## config.mk

```make
export PLATFORM = sky130hd
export DESIGN_NAME = vga_timing_src
export DESIGN_NICKNAME = d
export VERILOG_FILES = /design/src/rtl/vga_pkg.sv /design/src/rtl/vga_axis_counter.sv /design/src/rtl/vga_timing_src.sv
export SDC_FILE = /design/constraint.sdc
export NUM_CORES = 1
export LEC_CHECK = 0
export CAP_MARGIN = 20
export CORE_ASPECT_RATIO = 1.4
export CORE_UTILIZATION = 45
export DETAILED_ROUTE_END_ITERATION = 6
export PLACE_DENSITY_LB_ADDON = 0.1
export SETUP_SLACK_MARGIN = 0.5
export SLEW_MARGIN = 30
export SYNTH_ARGS = -nofsm -noshare
export SYNTH_HDL_FRONTEND = slang
export SYNTH_SLANG_ARGS = --single-unit
```

## constraint.sdc

```tcl
create_clock -name pclk -period 3.2 [get_ports pclk]
set_clock_uncertainty 0.15 [all_clocks]
set_input_delay 0.64 -clock pclk [delete_from_list [all_inputs] [get_ports pclk]]
set_output_delay 0.64 -clock pclk [all_outputs]
set_load 0.05 [all_outputs]
```

## src/rtl/vga_pkg.sv

```systemverilog
// rtl/vga_pkg.sv - shared 1024x768@60 timing constants and helpers
//
// Purpose: one place for the VGA timing defaults, the derived totals and the
// sync window bounds, so the timing source and every draw stage agree on
// the same geometry.
// Ports: none (package).
package vga_pkg;

    localparam int CNT_W = 11;

    localparam int H_ACTIVE = 1024;
    localparam int H_FP     = 24;
    localparam int H_SYNC   = 136;
    localparam int H_BP     = 160;
    localparam int H_TOTAL  = H_ACTIVE + H_FP + H_SYNC + H_BP;

    localparam int V_ACTIVE = 768;
    localparam int V_FP     = 3;
    localparam int V_SYNC   = 6;
    localparam int V_BP     = 29;
    localparam int V_TOTAL  = V_ACTIVE + V_FP + V_SYNC + V_BP;

    localparam int H_SYNC_START = H_ACTIVE + H_FP;
    localparam int H_SYNC_END   = H_SYNC_START + H_SYNC - 1;
    localparam int V_SYNC_START = V_ACTIVE + V_FP;
    localparam int V_SYNC_END   = V_SYNC_START + V_SYNC - 1;

    localparam logic [11:0] BG_COLOR = 12'h000;

    // RESET: the cycle after rst, which presents pixel (0,0) without counting.
    typedef enum logic {
        SRC_RESET = 1'b0,
        SRC_RUN   = 1'b1
    } src_state_e;

    // Unsigned inclusive window test on a counter value.
    function automatic logic in_window(input logic [CNT_W-1:0] c,
                                       input int lo, input int hi);
        return (int'(c) >= lo) && (int'(c) <= hi);
    endfunction

endpackage

```

## src/rtl/vga_axis_counter.sv

```systemverilog
// rtl/vga_axis_counter.sv - one VGA axis: counter plus registered sync/blank
//
// Purpose: counts 0..ACTIVE+FP+SYNC+BP-1 and registers sync/blank decoded
// from the next count, so flags and count always change on the same edge.
// Ports:
//   pclk, rst    clock, synchronous active-high reset
//   start        force the next count to 0 (first cycle after reset)
//   enable       advance the count this cycle
//   count        registered count
//   count_next   value count takes on the next edge
//   sync, blank  registered flags matching count
//   wrap         count is at its last value and enabled (wraps this edge)
module vga_axis_counter
    import vga_pkg::*;
#(
    parameter int ACTIVE = vga_pkg::H_ACTIVE,
    parameter int FP     = vga_pkg::H_FP,
    parameter int SYNC   = vga_pkg::H_SYNC,
    parameter int BP     = vga_pkg::H_BP
) (
    input  logic             pclk,
    input  logic             rst,
    input  logic             start,
    input  logic             enable,
    output logic [CNT_W-1:0] count,
    output logic [CNT_W-1:0] count_next,
    output logic             sync,
    output logic             blank,
    output logic             wrap
);

    localparam int TOTAL      = ACTIVE + FP + SYNC + BP;
    localparam int SYNC_START = ACTIVE + FP;
    localparam int SYNC_END   = SYNC_START + SYNC - 1;

    localparam logic [CNT_W-1:0] LAST     = CNT_W'(TOTAL - 1);
    localparam logic [CNT_W-1:0] ACTIVE_C = CNT_W'(ACTIVE);

    assign wrap = enable && !start && (count == LAST);

    always_comb begin
        count_next = count;
        if (start) begin
            count_next = '0;
        end else if (wrap) begin
            count_next = '0;
        end else if (enable) begin
            count_next = count + 1'b1;
        end
    end

    always_ff @(posedge pclk) begin
        if (rst) begin
            count <= '0;
            sync  <= 1'b0;
            blank <= 1'b0;
        end else begin
            count <= count_next;
            sync  <= in_window(count_next, SYNC_START, SYNC_END);
            blank <= (count_next >= ACTIVE_C);
        end
    end

endmodule

```

## src/rtl/vga_timing_src.sv

```systemverilog
// rtl/vga_timing_src.sv - VGA timing source with background rgb and frame_start
//
// Purpose: head of the pixel stream; produces counts, syncs, blanks, a
// background colour during active video and a one-cycle frame_start at (0,0).
// Every output is a flop.
// Ports:
//   pclk                      pixel clock
//   rst                       synchronous active-high reset
//   hcount_out, vcount_out    pixel / line index
//   hsync_out, vsync_out      active-high syncs
//   hblnk_out, vblnk_out      blanking flags
//   rgb_out                   BG_COLOR in active video, else 0
//   frame_start               high while (0,0) is presented
module vga_timing_src
    import vga_pkg::*;
#(
    parameter int          H_ACTIVE = vga_pkg::H_ACTIVE,
    parameter int          H_FP     = vga_pkg::H_FP,
    parameter int          H_SYNC   = vga_pkg::H_SYNC,
    parameter int          H_BP     = vga_pkg::H_BP,
    parameter int          V_ACTIVE = vga_pkg::V_ACTIVE,
    parameter int          V_FP     = vga_pkg::V_FP,
    parameter int          V_SYNC   = vga_pkg::V_SYNC,
    parameter int          V_BP     = vga_pkg::V_BP,
    parameter logic [11:0] BG_COLOR = vga_pkg::BG_COLOR
) (
    input  logic        pclk,
    input  logic        rst,
    output logic [10:0] hcount_out,
    output logic        hsync_out,
    output logic        hblnk_out,
    output logic [10:0] vcount_out,
    output logic        vsync_out,
    output logic        vblnk_out,
    output logic [11:0] rgb_out,
    output logic        frame_start
);

    localparam logic [CNT_W-1:0] H_ACTIVE_C = CNT_W'(H_ACTIVE);
    localparam logic [CNT_W-1:0] V_ACTIVE_C = CNT_W'(V_ACTIVE);

    src_state_e       state, state_next;
    logic             start;
    logic [CNT_W-1:0] h_next, v_next;
    logic             h_wrap, v_wrap;
    logic             active_next;

    always_ff @(posedge pclk) begin
        if (rst) begin
            state <= SRC_RESET;
        end else begin
            state <= state_next;
        end
    end

    // Reset leaves the counters at (0,0) with flags cleared; the first free
    // edge re-presents (0,0) with live flags instead of skipping to (1,0).
    always_comb begin
        state_next = state;
        start      = 1'b0;
        case (state)
            SRC_RESET: begin
                start      = 1'b1;
                state_next = SRC_RUN;
            end
            SRC_RUN: begin
                state_next = SRC_RUN;
            end
            default: begin
                state_next = SRC_RESET;
            end
        endcase
    end

    vga_axis_counter #(
        .ACTIVE(H_ACTIVE),
        .FP    (H_FP),
        .SYNC  (H_SYNC),
        .BP    (H_BP)
    ) u_h_axis (
        .pclk      (pclk),
        .rst       (rst),
        .start     (start),
        .enable    (1'b1),
        .count     (hcount_out),
        .count_next(h_next),
        .sync      (hsync_out),
        .blank     (hblnk_out),
        .wrap      (h_wrap)
    );

    vga_axis_counter #(
        .ACTIVE(V_ACTIVE),
        .FP    (V_FP),
        .SYNC  (V_SYNC),
        .BP    (V_BP)
    ) u_v_axis (
        .pclk      (pclk),
        .rst       (rst),
        .start     (start),
        .enable    (h_wrap),
        .count     (vcount_out),
        .count_next(v_next),
        .sync      (vsync_out),
        .blank     (vblnk_out),
        .wrap      (v_wrap)
    );

    assign active_next = (h_next < H_ACTIVE_C) && (v_next < V_ACTIVE_C);

    // The next position is (0,0) either on the post-reset edge or when the
    // vertical axis wraps (which only happens together with the horizontal).
    always_ff @(posedge pclk) begin
        if (rst) begin
            rgb_out     <= 12'h000;
            frame_start <= 1'b0;
        end else begin
            rgb_out     <= active_next ? BG_COLOR : 12'h000;
            frame_start <= start || v_wrap;
        end
    end

endmodule

```

==> results.py <==
metrics = {
    "critical_path": {
        "crit_arrival_ns": 2.56,
        "critPathKind": "flip-flop to flip-flop",
        "cp-start-kind": "flip-flop",
        "worstSetupEndpointType": "flip-flop",
        "path_max_fanout": 8,
        "cp.required_ns": 3.23,
        "rr_worst_depth": 7,
    },
    "placed_design": {
        "place_congestion": 0.8551,
        "dp_hpwl_um": 2776,
        "pre_cts_slack_ns": 0.6889,
        "portBuffers": 28,
        "dpl.cell_count": 251,
    },
    "floorplanning": {
        "ios": 41,
        "die_w_um": 52.46,
        "die_y_um": 72.64,
        "start_util_pct": 47.48,
        "coreArea_um2": 3378,
        "dieArea_um2": 3811,
        "num_rows": 25,
    },
    "cts": {
        "cts_buffers": 3,
        "clk_pin_slew_ns": 0.09,
        "htree_num_levels": 1,
        "clock_latency_ns": 0.27,
        "cts_sinks": 27,
        "cts_resized": 0,
        "post-cts-setup-buffers": 0,
        "cts_tree": "done",
        "cts_hold_buf": 0,
        "root_buffer": "clkbuf_8",
        "cts_buffer_depth": 2,
    },
    "layout": {
        "final_layout_size_suffix_gt1_share_pct": 6.047,
        "syn_to_final_growth_pct": 17.24,
        "diodes": 0,
        "nets": 221,
        "stdcell_count": 255,
        "seq_area_um2": 544.3,
        "multi_input_area_um2": 938.4,
        "utilization_pct": 55.67,
        "fill_cells": 328,
    },
    "logic_synthesis": {
        "synthArstFlopShare_pct": 0,
        "synth_area_per_cell_um2": 8.226,
        "ys_seq_area_share_pct": 33.70,
        "syn_area_um2": 1604,
        "yosys_warnings": 0,
        "ys_ff_latch": 27,
        "synth_cell_types": 50,
        "synth_edf_count": 0,
        "ys.flop_type": "dfxtp_1",
        "synthCells": 195,
    },
    "global_route": {
        "antenna_found_initial": 0,
        "groute.usage.overall_pct": 20.24,
        "grt_pass1_vias": 1331,
        "grt_max_degree": 15,
        "grt_pass1_wl_um": 5844,
        "overflow": 0,
    },
    "routing": {
        "drc": 0,
        "antenna_left": 0,
        "routed_wl_um": 3594,
        "dr.pass1.iters": 4,
        "wl_per_cell_um": 14.09,
        "avgViaCountPerCell": 5.592,
        "drtIter0Drc": 36,
        "route.vias.total": 1426,
    },
    "timing": {
        "maxSlewViolCount": 0,
        "finalCritPeriodShare_pct": 78.95,
        "finalSetupTns_ns": 0,
        "finalWorstSetupSlack_ns": 0.6737,
        "fmax_mhz": 395.8,
        "worst_pin_slew_ns": 0.6532,
        "rsz0062_at_grt": "false",
        "finalSetupViolations": 0,
        "hold_violations": 0,
        "hold_slack_ns": 0.3023,
        "period_needed_ns": 2.526,
        "max_slew_margin_pct": 56.05,
    },
    "pwr": {
        "ir_drop_uv": 203.7,
        "p_per_area_nw_per_um2": 310.4,
        "p_leak_uw": 0.0006628,
    },
    "run": {
        "drv_cap": 0,
    },
    "min_path": {
        "hold_class": "flip-flop to flip-flop",
        "min_path_cells": 1,
    },
    "outcome": {
        "outcome": "complete, no violations",
    },
}
[sequential cells by signal, indices dropped and copies added (netlist names)]
register / count
u_v_axis.count: 11
u_v_axis.sync: 1
u_h_axis.blank: 1
u_h_axis.sync: 1
u_v_axis.blank: 1
state: 1
frame_start: 1
u_h_axis.count: 10
[worst max-delay path: stages (launching register included)]
cell and delay (ns):
dfxtp_2 0.37, ha_1 0.32, inv_1 0.13, or4_4 0.59, or4_1 0.48, o21ai_1 0.09
a2bb2oi_1 0.09, nor4_2 0.21
[placed cells by master, fill, tap and decap left out, types with 2 or more instances in the layout]
master,synthesis,layout
clkdlybuf4s50_1,0,28
nor2_1,25,25
dfxtp_1,27,24
nand2_1,12,12
conb_1,1,12
nand4_1,9,9
xor2_1,9,9
xnor2_1,8,8
and3_1,7,7
o21ai_0,7,7
a21oi_1,5,5
nor2b_1,5,5
nand3_1,5,5
inv_1,4,4
nor3_1,4,4
a211oi_1,3,3
a31oi_1,3,3
ha_1,3,3
clkbuf_8,0,3
dfxtp_2,0,3
nand2b_1,2,2
nor4bb_1,2,2
and4_1,2,2
nor4_2,2,2
o211ai_1,2,2
a21o_1,2,2
[synthesized netlist by cell type, types with 4 or more instances]
cell | instances | share of area, %
xnor2_1 | 8 | 4.4
o21ai_0 | 7 | 2.2
dfxtp_1 | 27 | 34
and3_1 | 7 | 2.7
buf_4 | 13 | 6.1
nor3_1 | 4 | 1.2
clkbuf_1 | 6 | 1.4
nand4_1 | 9 | 3.5
nand3_1 | 5 | 1.6
nor2b_1 | 5 | 2.0
xor2_1 | 9 | 4.9
a21oi_1 | 5 | 1.6
nor2_1 | 25 | 5.9
inv_1 | 4 | 0.94
nand2_1 | 12 | 2.8
[logic make-up after synthesis]
logic type | after synthesis | synth area share (%)
other | 1 | 0.2338
AND/OR/NAND/NOR | 87 | 30.50
adder cells (fa/ha/maj) | 3 | 2.340
flip-flops | 27 | 33.70
XOR/XNOR | 17 | 9.283
AO/OA/AOI/OAI | 31 | 12.95
multiplexers | 1 | 0.6240
buffers and inverters | 28 | 10.37
[area by class of cell]
type	instances	area share (%)
clock buffers	4	2.395
flip-flops and latches	27	28.94
multi-input cells	151	49.90
well taps	40	2.661
repair buffers	29	15.30
inverters	4	0.7984
[stage by stage]
| step | cell area [µm²] | total power [µW] |
|---|---|---|
| detailed placement | 1836 | 401.4 |
| finish | 1881 | 583.7 |
| global route | 1881 | 603.6 |
| global placement | 1836 | 401.2 |
| floorplan | 1649 | 403.6 |
| CTS | 1881 | 590.9 |
[final timing paths]
kind	from	end	slack (ns)
min	u_h_axis.count[0]	u_h_axis.count[0]	0.30
max	u_h_axis.count[0]	u_v_axis.sync	0.67
max reg2reg	u_h_axis.count[0]	u_v_axis.sync	0.67
min reg2reg	u_h_axis.count[0]	u_h_axis.count[0]	0.30
[power by group]
| part | leakage [µW] | switching (µW) | internal (µW) | total (µW) |
|---|---|---|---|---|
| registers | 0.000220 | 2.72 | 338 | 341 |
| clock network | 0.0000228 | 101 | 89.1 | 190 |
| logic | 0.000420 | 46.2 | 6.39 | 52.6 |
[metal layers]
metal / global-route usage, % / part of all wire [%] / up-vias
met1: 20.69 / 39 / 688
met2: 40.37 / 58 / 31
li1: - / - / 703
met3: 2.083 / 2.7 / 4
met5: 0 / 0 / -
met4: 6.725 / 1.1 / 0
Note: power is estimated with default switching activity, not from simulation.
